[src/rtl/muldiv_pkg.sv]
// rtl/muldiv_pkg.sv - shared encodings, states and helpers for the mul/div sequencer
package muldiv_pkg;

  localparam logic [1:0] OP_MULT  = 2'b00;
  localparam logic [1:0] OP_MULTU = 2'b01;
  localparam logic [1:0] OP_DIV   = 2'b10;
  localparam logic [1:0] OP_DIVU  = 2'b11;

  localparam int DIV_ITER = 32;

  typedef enum logic [1:0] {
    MD_IDLE = 2'b00,
    MD_MUL  = 2'b01,
    MD_DIV  = 2'b10,
    MD_DONE = 2'b11
  } md_state_e;

  // Magnitude of a 32-bit operand; 0x80000000 stays 0x80000000 as unsigned.
  function automatic logic [31:0] mag32(input logic [31:0] v, input logic is_signed);
    return (is_signed && v[31]) ? (32'd0 - v) : v;
  endfunction

endpackage

[src/rtl/muldiv_ctrl_div_step.sv]
// rtl/muldiv_ctrl_div_step.sv - one combinational restoring-division iteration
module div_step (
  input  logic [32:0] rem_in,
  input  logic        dvd_msb,
  input  logic [31:0] divisor,
  output logic [32:0] rem_out,
  output logic        q_bit
);

  logic [33:0] shifted;
  logic [34:0] trial;

  assign shifted = {rem_in, dvd_msb};
  assign trial   = {1'b0, shifted} - {3'b000, divisor};
  // A non-negative trial difference means the divisor fits: keep it and emit a 1.
  assign q_bit   = ~trial[34];
  assign rem_out = q_bit ? trial[32:0] : shifted[32:0];

endmodule

[src/rtl/muldiv_ctrl.sv]
// rtl/muldiv_ctrl.sv - multi-cycle MULT/MULTU/DIV/DIVU sequencer owning the HI/LO write
module muldiv_ctrl #(
  parameter int DIV_ITER = muldiv_pkg::DIV_ITER
) (
  input  logic        clk,
  input  logic        rst,
  input  logic        start,
  input  logic [1:0]  op,
  input  logic [31:0] src_a,
  input  logic [31:0] src_b,
  input  logic        flush,
  output logic        stall,
  output logic        busy,
  output logic        hilo_we,
  output logic [63:0] hilo_result
);
  import muldiv_pkg::*;

  localparam int               CNT_W    = $clog2(DIV_ITER);
  localparam logic [CNT_W-1:0] CNT_LAST = CNT_W'(DIV_ITER - 1);

  md_state_e        state_q, state_d;
  logic [CNT_W-1:0] cnt_q;
  logic [31:0]      a_mag_q, b_mag_q, quo_q, quo_next;
  logic             sign_a_q, sign_b_q;
  logic [32:0]      rem_q, rem_next;
  logic             q_bit;
  logic [63:0]      hilo_q, product;
  logic             op_signed;

  assign op_signed = (op == OP_MULT) || (op == OP_DIV);

  // quo_q starts as the dividend; its MSB feeds each step while quotient bits enter at the LSB.
  div_step u_div_step (
    .rem_in  (rem_q),
    .dvd_msb (quo_q[31]),
    .divisor (b_mag_q),
    .rem_out (rem_next),
    .q_bit   (q_bit)
  );

  assign quo_next = {quo_q[30:0], q_bit};
  assign product  = {32'd0, a_mag_q} * {32'd0, b_mag_q};

  always_ff @(posedge clk) begin
    if (rst) state_q <= MD_IDLE;
    else     state_q <= state_d;
  end

  always_comb begin
    state_d = state_q;
    stall   = 1'b0;
    busy    = 1'b0;
    hilo_we = 1'b0;
    case (state_q)
      MD_IDLE: begin
        if (start && !flush) begin
          stall   = 1'b1;
          state_d = op[1] ? MD_DIV : MD_MUL;
        end
      end
      MD_MUL: begin
        stall   = 1'b1;
        busy    = 1'b1;
        state_d = MD_DONE;
      end
      MD_DIV: begin
        stall = 1'b1;
        busy  = 1'b1;
        if (cnt_q == CNT_LAST) state_d = MD_DONE;
      end
      MD_DONE: begin
        hilo_we = 1'b1;
        state_d = MD_IDLE;
      end
      default: state_d = MD_IDLE;
    endcase
    if (flush) begin
      state_d = MD_IDLE;
      hilo_we = 1'b0;
    end
  end

  always_ff @(posedge clk) begin
    if (rst) begin
      cnt_q    <= '0;
      a_mag_q  <= '0;
      b_mag_q  <= '0;
      sign_a_q <= 1'b0;
      sign_b_q <= 1'b0;
      quo_q    <= '0;
      rem_q    <= '0;
      hilo_q   <= '0;
    end else if (!flush) begin
      case (state_q)
        MD_IDLE: begin
          if (start) begin
            a_mag_q  <= mag32(src_a, op_signed);
            b_mag_q  <= mag32(src_b, op_signed);
            sign_a_q <= op_signed & src_a[31];
            sign_b_q <= op_signed & src_b[31];
            quo_q    <= mag32(src_a, op_signed);
            rem_q    <= '0;
            cnt_q    <= '0;
          end
        end
        MD_MUL: begin
          hilo_q <= (sign_a_q ^ sign_b_q) ? (64'd0 - product) : product;
        end
        MD_DIV: begin
          cnt_q <= cnt_q + CNT_W'(1);
          rem_q <= rem_next;
          quo_q <= quo_next;
          // Signed fix-up on the last step: remainder follows the dividend's sign.
          if (cnt_q == CNT_LAST) begin
            hilo_q <= {sign_a_q ? (32'd0 - rem_next[31:0]) : rem_next[31:0],
                       (sign_a_q ^ sign_b_q) ? (32'd0 - quo_next) : quo_next};
          end
        end
        default: ;
      endcase
    end
  end

  assign hilo_result = hilo_q;

endmodule

[config.mk]
export PLATFORM = sky130hd
export DESIGN_NAME = muldiv_ctrl
export DESIGN_NICKNAME = d
export VERILOG_FILES = /design/src/rtl/muldiv_pkg.sv /design/src/rtl/muldiv_ctrl_div_step.sv /design/src/rtl/muldiv_ctrl.sv
export SDC_FILE = /design/constraint.sdc
export NUM_CORES = 2
export LEC_CHECK = 0
export BUFFER_PORTS_ARGS = -buffer_cell sky130_fd_sc_hd__buf_4
export CAP_MARGIN = 5
export CORE_MARGIN = 1
export CORE_UTILIZATION = 60
export DETAILED_ROUTE_END_ITERATION = 6
export PLACE_DENSITY = 0.81
export SLEW_MARGIN = 30
export SYNTH_ARGS = -nofsm -noshare
export SYNTH_HDL_FRONTEND = slang
export SYNTH_SLANG_ARGS = --single-unit
export TNS_END_PERCENT = 20
[constraint.sdc]
create_clock -name clk -period 8.1 [get_ports clk]
set_clock_uncertainty 0.1 [all_clocks]
set_input_delay 0.81 -clock clk [delete_from_list [all_inputs] [get_ports clk]]
set_output_delay 0.81 -clock clk [all_outputs]
set_load 0.03 [all_outputs]
==> impl_metrics.py <==
metrics = {
    "setup_path": {
        "cp.required_ps": 8490,
        "longest_individual_stage_delay_on_the_worst_path_ps": 550,
        "critPathLaunchType": "flip-flop",
        "cpMaxStageDelayCell": "fa_1",
        "critPathMaxFanout": 6,
        "critPathCaptureType": "flip-flop",
        "timing_worst_setup_path_type": "flip-flop to flip-flop",
        "critPathArrivalTime_ps": 9140,
        "critical_path.most_common_cell": "fa_1",
    },
    "logic_synthesis": {
        "synth_flop_cell": "dfxtp_1",
        "synth.cell_area_um2": 48600,
        "synth-async-reset-ratio_pct": 0,
        "synth_cell_types": 87,
        "synthesis.instances": 5829,
        "synth_enable_flop_cells": 0,
        "synthSimpleGateAreaFrac_pct": 20.6,
        "post_synth_fa_ha_maj_area_fraction_pct": 44.8,
        "synthMuxAreaShare_pct": 0.530,
        "synth_area_in_compound_gates_pct": 11.8,
        "syn-num-nets": 7102,
        "synth-seq-area-share_pct": 8.31,
        "synth_seq_cells": 202,
        "yosys_warnings": 0,
        "synth-xor-area-share_pct": 4.07,
        "avgSynthCellArea_um2": 8.34,
        "synth_top_family_by_area": "adder cells",
    },
    "floorplan": {
        "num_io_pins": 137,
        "initial_utilization_pct": 60.5,
        "die_width_um": 287,
        "rows": 104,
        "fp.dieH_um": 287,
        "fp.coreArea_um2": 80400,
        "design.die.area_um2": 82200,
    },
    "sta": {
        "report.final.slew_viol_count": 0,
        "min_period_over_period_pct": 108,
        "max_slew_headroom_pct": 32.8,
        "fmaxAchievable_ghz": 0.114,
        "postLayoutSetupSlackWorst_ps": -649,
        "final-setup-viol-count": 39,
        "grt_setup_unrepaired": "true",
        "post-route-min-period_ps": 8750,
        "timing_worst_slew_pin_value_ps": 1000,
        "number_of_hold_violations_in_the_final_report": 0,
        "setup_total_negative_slack_ps": -15760,
    },
    "grt": {
        "first_global_vias": 45600,
        "largest_net_degree_at_the_start_of_global_routing": 90,
        "grt_first_pass_wirelength_um": 245000,
        "groute.usage.overall_pct": 37.8,
        "antenna_found_initial": 2,
        "globalRoute.totalOverflow": 0,
    },
    "place": {
        "place.port_buffers": 136,
        "dpl.cell_count": 7269,
        "placement.cell_area_um2": 54900,
        "gp_routability_congestion": 0.968,
        "dpl.hpwl_um": 126000,
    },
    "cts": {
        "cts_inserted_buffers": 26,
        "clkTransAtPathRegs_ps": 70,
        "cts_tree": "built",
        "cts_buffer_depth": 3,
        "cts.sinks": 202,
        "h_tree_levels": 1,
        "clk_latency_ps": 620,
        "clock-root-buffer": "clkbuf_16",
        "cts_hold_buf": 0,
    },
    "job": {
        "cap_viol_max_count": 0,
    },
    "drt": {
        "vias": 44800,
        "detail_route.vias_per_cell": 6.06,
        "initialDrtViolationCount": 4659,
        "wl_per_cell_um": 21.8,
        "first_pass_iters": 7,
        "ant_nets": 0,
        "drc_errors": 4,
        "detail_route.wirelength_um": 161000,
    },
    "cells_and_area": {
        "layout.cell_area.non_filler_um2": 58300,
        "final_common_cell": "inv_1",
        "layoutNonFillerInstCount": 7394,
        "layout.filler_cells": 5603,
        "layout_common_cells": "inv_1 (906), fa_1 (855), nand2_1 (715), buf_4 (707), and2_1 (589)",
        "finish.net_count": 7585,
        "post_synthesis_to_final_layout_area_growth_pct": 19.9,
        "drive_above_1_share_pct": 19.1,
    },
    "worst_hold_path": {
        "hold_path_class": "primary input to flip-flop",
    },
    "power_and_ir_drop": {
        "pwr_density_cell_nw_per_um2": 154,
        "switching_share_pct": 46.8,
        "combinationalPowerShare_pct": 72.4,
        "seq_power_share_pct": 12.6,
        "intPower_mw": 4.77,
        "clock_power_share_pct": 15.0,
        "total_switching_power_mw": 4.20,
        "power.ir.vdd_worst_uv": 223,
        "power_leakage_nw": 27.7,
    },
    "outcome": {
        "failing_checks": "DRC, setup timing",
        "run_status": "finished, violations left",
    },
}
metrics by stage:
stage | worst slack [ps] | power, mW | hold slack, ps | utilization [%]
after CTS | -462 | 8.18 | 325 | 70.5
after global placement | -839 | 6.38 | 342 | 68.2
final | -649 | 8.97 | 337 | 72.5
after detailed placement | -800 | 6.42 | 346 | 68.2
after floorplan | -64.8 | 4.07 | 368 | -
after global routing | -871 | 9.42 | 362 | 72.5
timing repair:
item	CTS	global route
pin swaps	99	167
gates resized for setup	155	270
cloned	0	6
setup buffers	31	40
endpoints found under the setup margin	44	44
final timing paths:
kind                        from         endpoint  slack [ps]  cells past startpoint
setup / recovery     a_mag_q[15]  hilo_result[54]        -650                     31
hold / removal             flush       state_q[0]         340                      2
setup reg to reg     a_mag_q[15]  hilo_result[54]        -650                     31
hold reg to reg   hilo_result[7]   hilo_result[7]         360                      2
metal layers:
metal	wire [µm]	vias up	track usage (%)
met2	74400	2672	60.6
li1	-	19500	-
met3	17300	582	7.35
met4	8500	0	13.6
met5	0	-	0
met1	61200	22100	51.1
flip-flops by register name (all words and copies together) (netlist names):
signal / count
b_mag_q: 32
state_q: 2
cnt_q: 5
hilo_result: 64
a_mag_q: 32
rem_q: 33
quo_q: 32
sign_b_q: 1
sign_a_q: 1
worst max-delay path, delay by kind of cell, from the launching register on:
family                   cells  cell delay, ps
adder cells (fa/ha/maj)      9            4190
AO/OA/AOI/OAI                6            1170
AND/OR/NAND/NOR              5            1100
buffers and inverters        9            1030
flip-flops                   1             390
XOR/XNOR                     1             380
multiplexers                 1             250
kinds of logic (layout without fill, tap and decap cells):
family                   count (synthesis)  after routing
AND/OR/NAND/NOR                       2028           2028
buffers and inverters                 1276           1779
adder cells (fa/ha/maj)               1203           1203
AO/OA/AOI/OAI                          870            870
XOR/XNOR                               226            226
flip-flops                             202            202
multiplexers                            24             24
other                                    0              2
cell type report:
type | count | area (µm²) | share of cell area [%]
repair buffers | 809 | 7030 | 12.1
inverters | 922 | 3460 | 5.93
clock inverters | 21 | 308 | 0.528
clock buffers | 27 | 654 | 1.12
flip-flops and latches | 202 | 4130 | 7.07
multi-input cells | 4351 | 41400 | 71.0
well taps | 1060 | 1330 | 2.27
diodes | 2 | 5.00 | 0.00858
power groups by stage:
stage          Combinational, mW  Clock, mW  Sequential, mW
2_1_floorplan               2.92          0            1.15
3_3_place_gp                5.24          0            1.14
3_5_place_dp                5.28          0            1.14
4_1_cts                     5.70       1.35            1.12
5_1_grt                     6.90       1.39            1.13
6_report                    6.49       1.35            1.13
Yosys cell counts (all sizes together) (6+ instances only):
library cell | n | area (µm²)
a211oi | 72 | 546
inv | 921 | 3460
xor2 | 95 | 832
mux2i | 19 | 190
a222oi | 17 | 170
or4 | 13 | 97.6
a21o | 51 | 383
o211ai | 50 | 375
nor3 | 91 | 455
clkbuf | 337 | 1260
o31ai | 38 | 290
a22oi | 31 | 233
and4 | 12 | 105
a41oi | 8 | 70.1
o41ai | 11 | 96.3
fa | 897 | 18000
and2 | 617 | 3860
dfxtp | 202 | 4040
a21oi | 256 | 1280
nor2b | 15 | 93.8
a211o | 11 | 96.3
nand4 | 36 | 240
a2111oi | 11 | 98.9
o21ai | 142 | 711
and3 | 23 | 144
o21a | 22 | 165
nand2 | 723 | 2710
or3 | 36 | 225
nor4 | 32 | 200
nand2b | 16 | 100
nand3 | 53 | 265
buf | 17 | 77.6
nor2 | 322 | 1210
o21bai | 15 | 113
ha | 306 | 3830
a221o | 6 | 60.1
xnor2 | 131 | 1150
a311oi | 10 | 87.6
a31o | 9 | 78.8
or2 | 16 | 100
a221oi | 9 | 85.1
a31oi | 41 | 257
No activity file was read; power rests on OpenSTA's default activity.
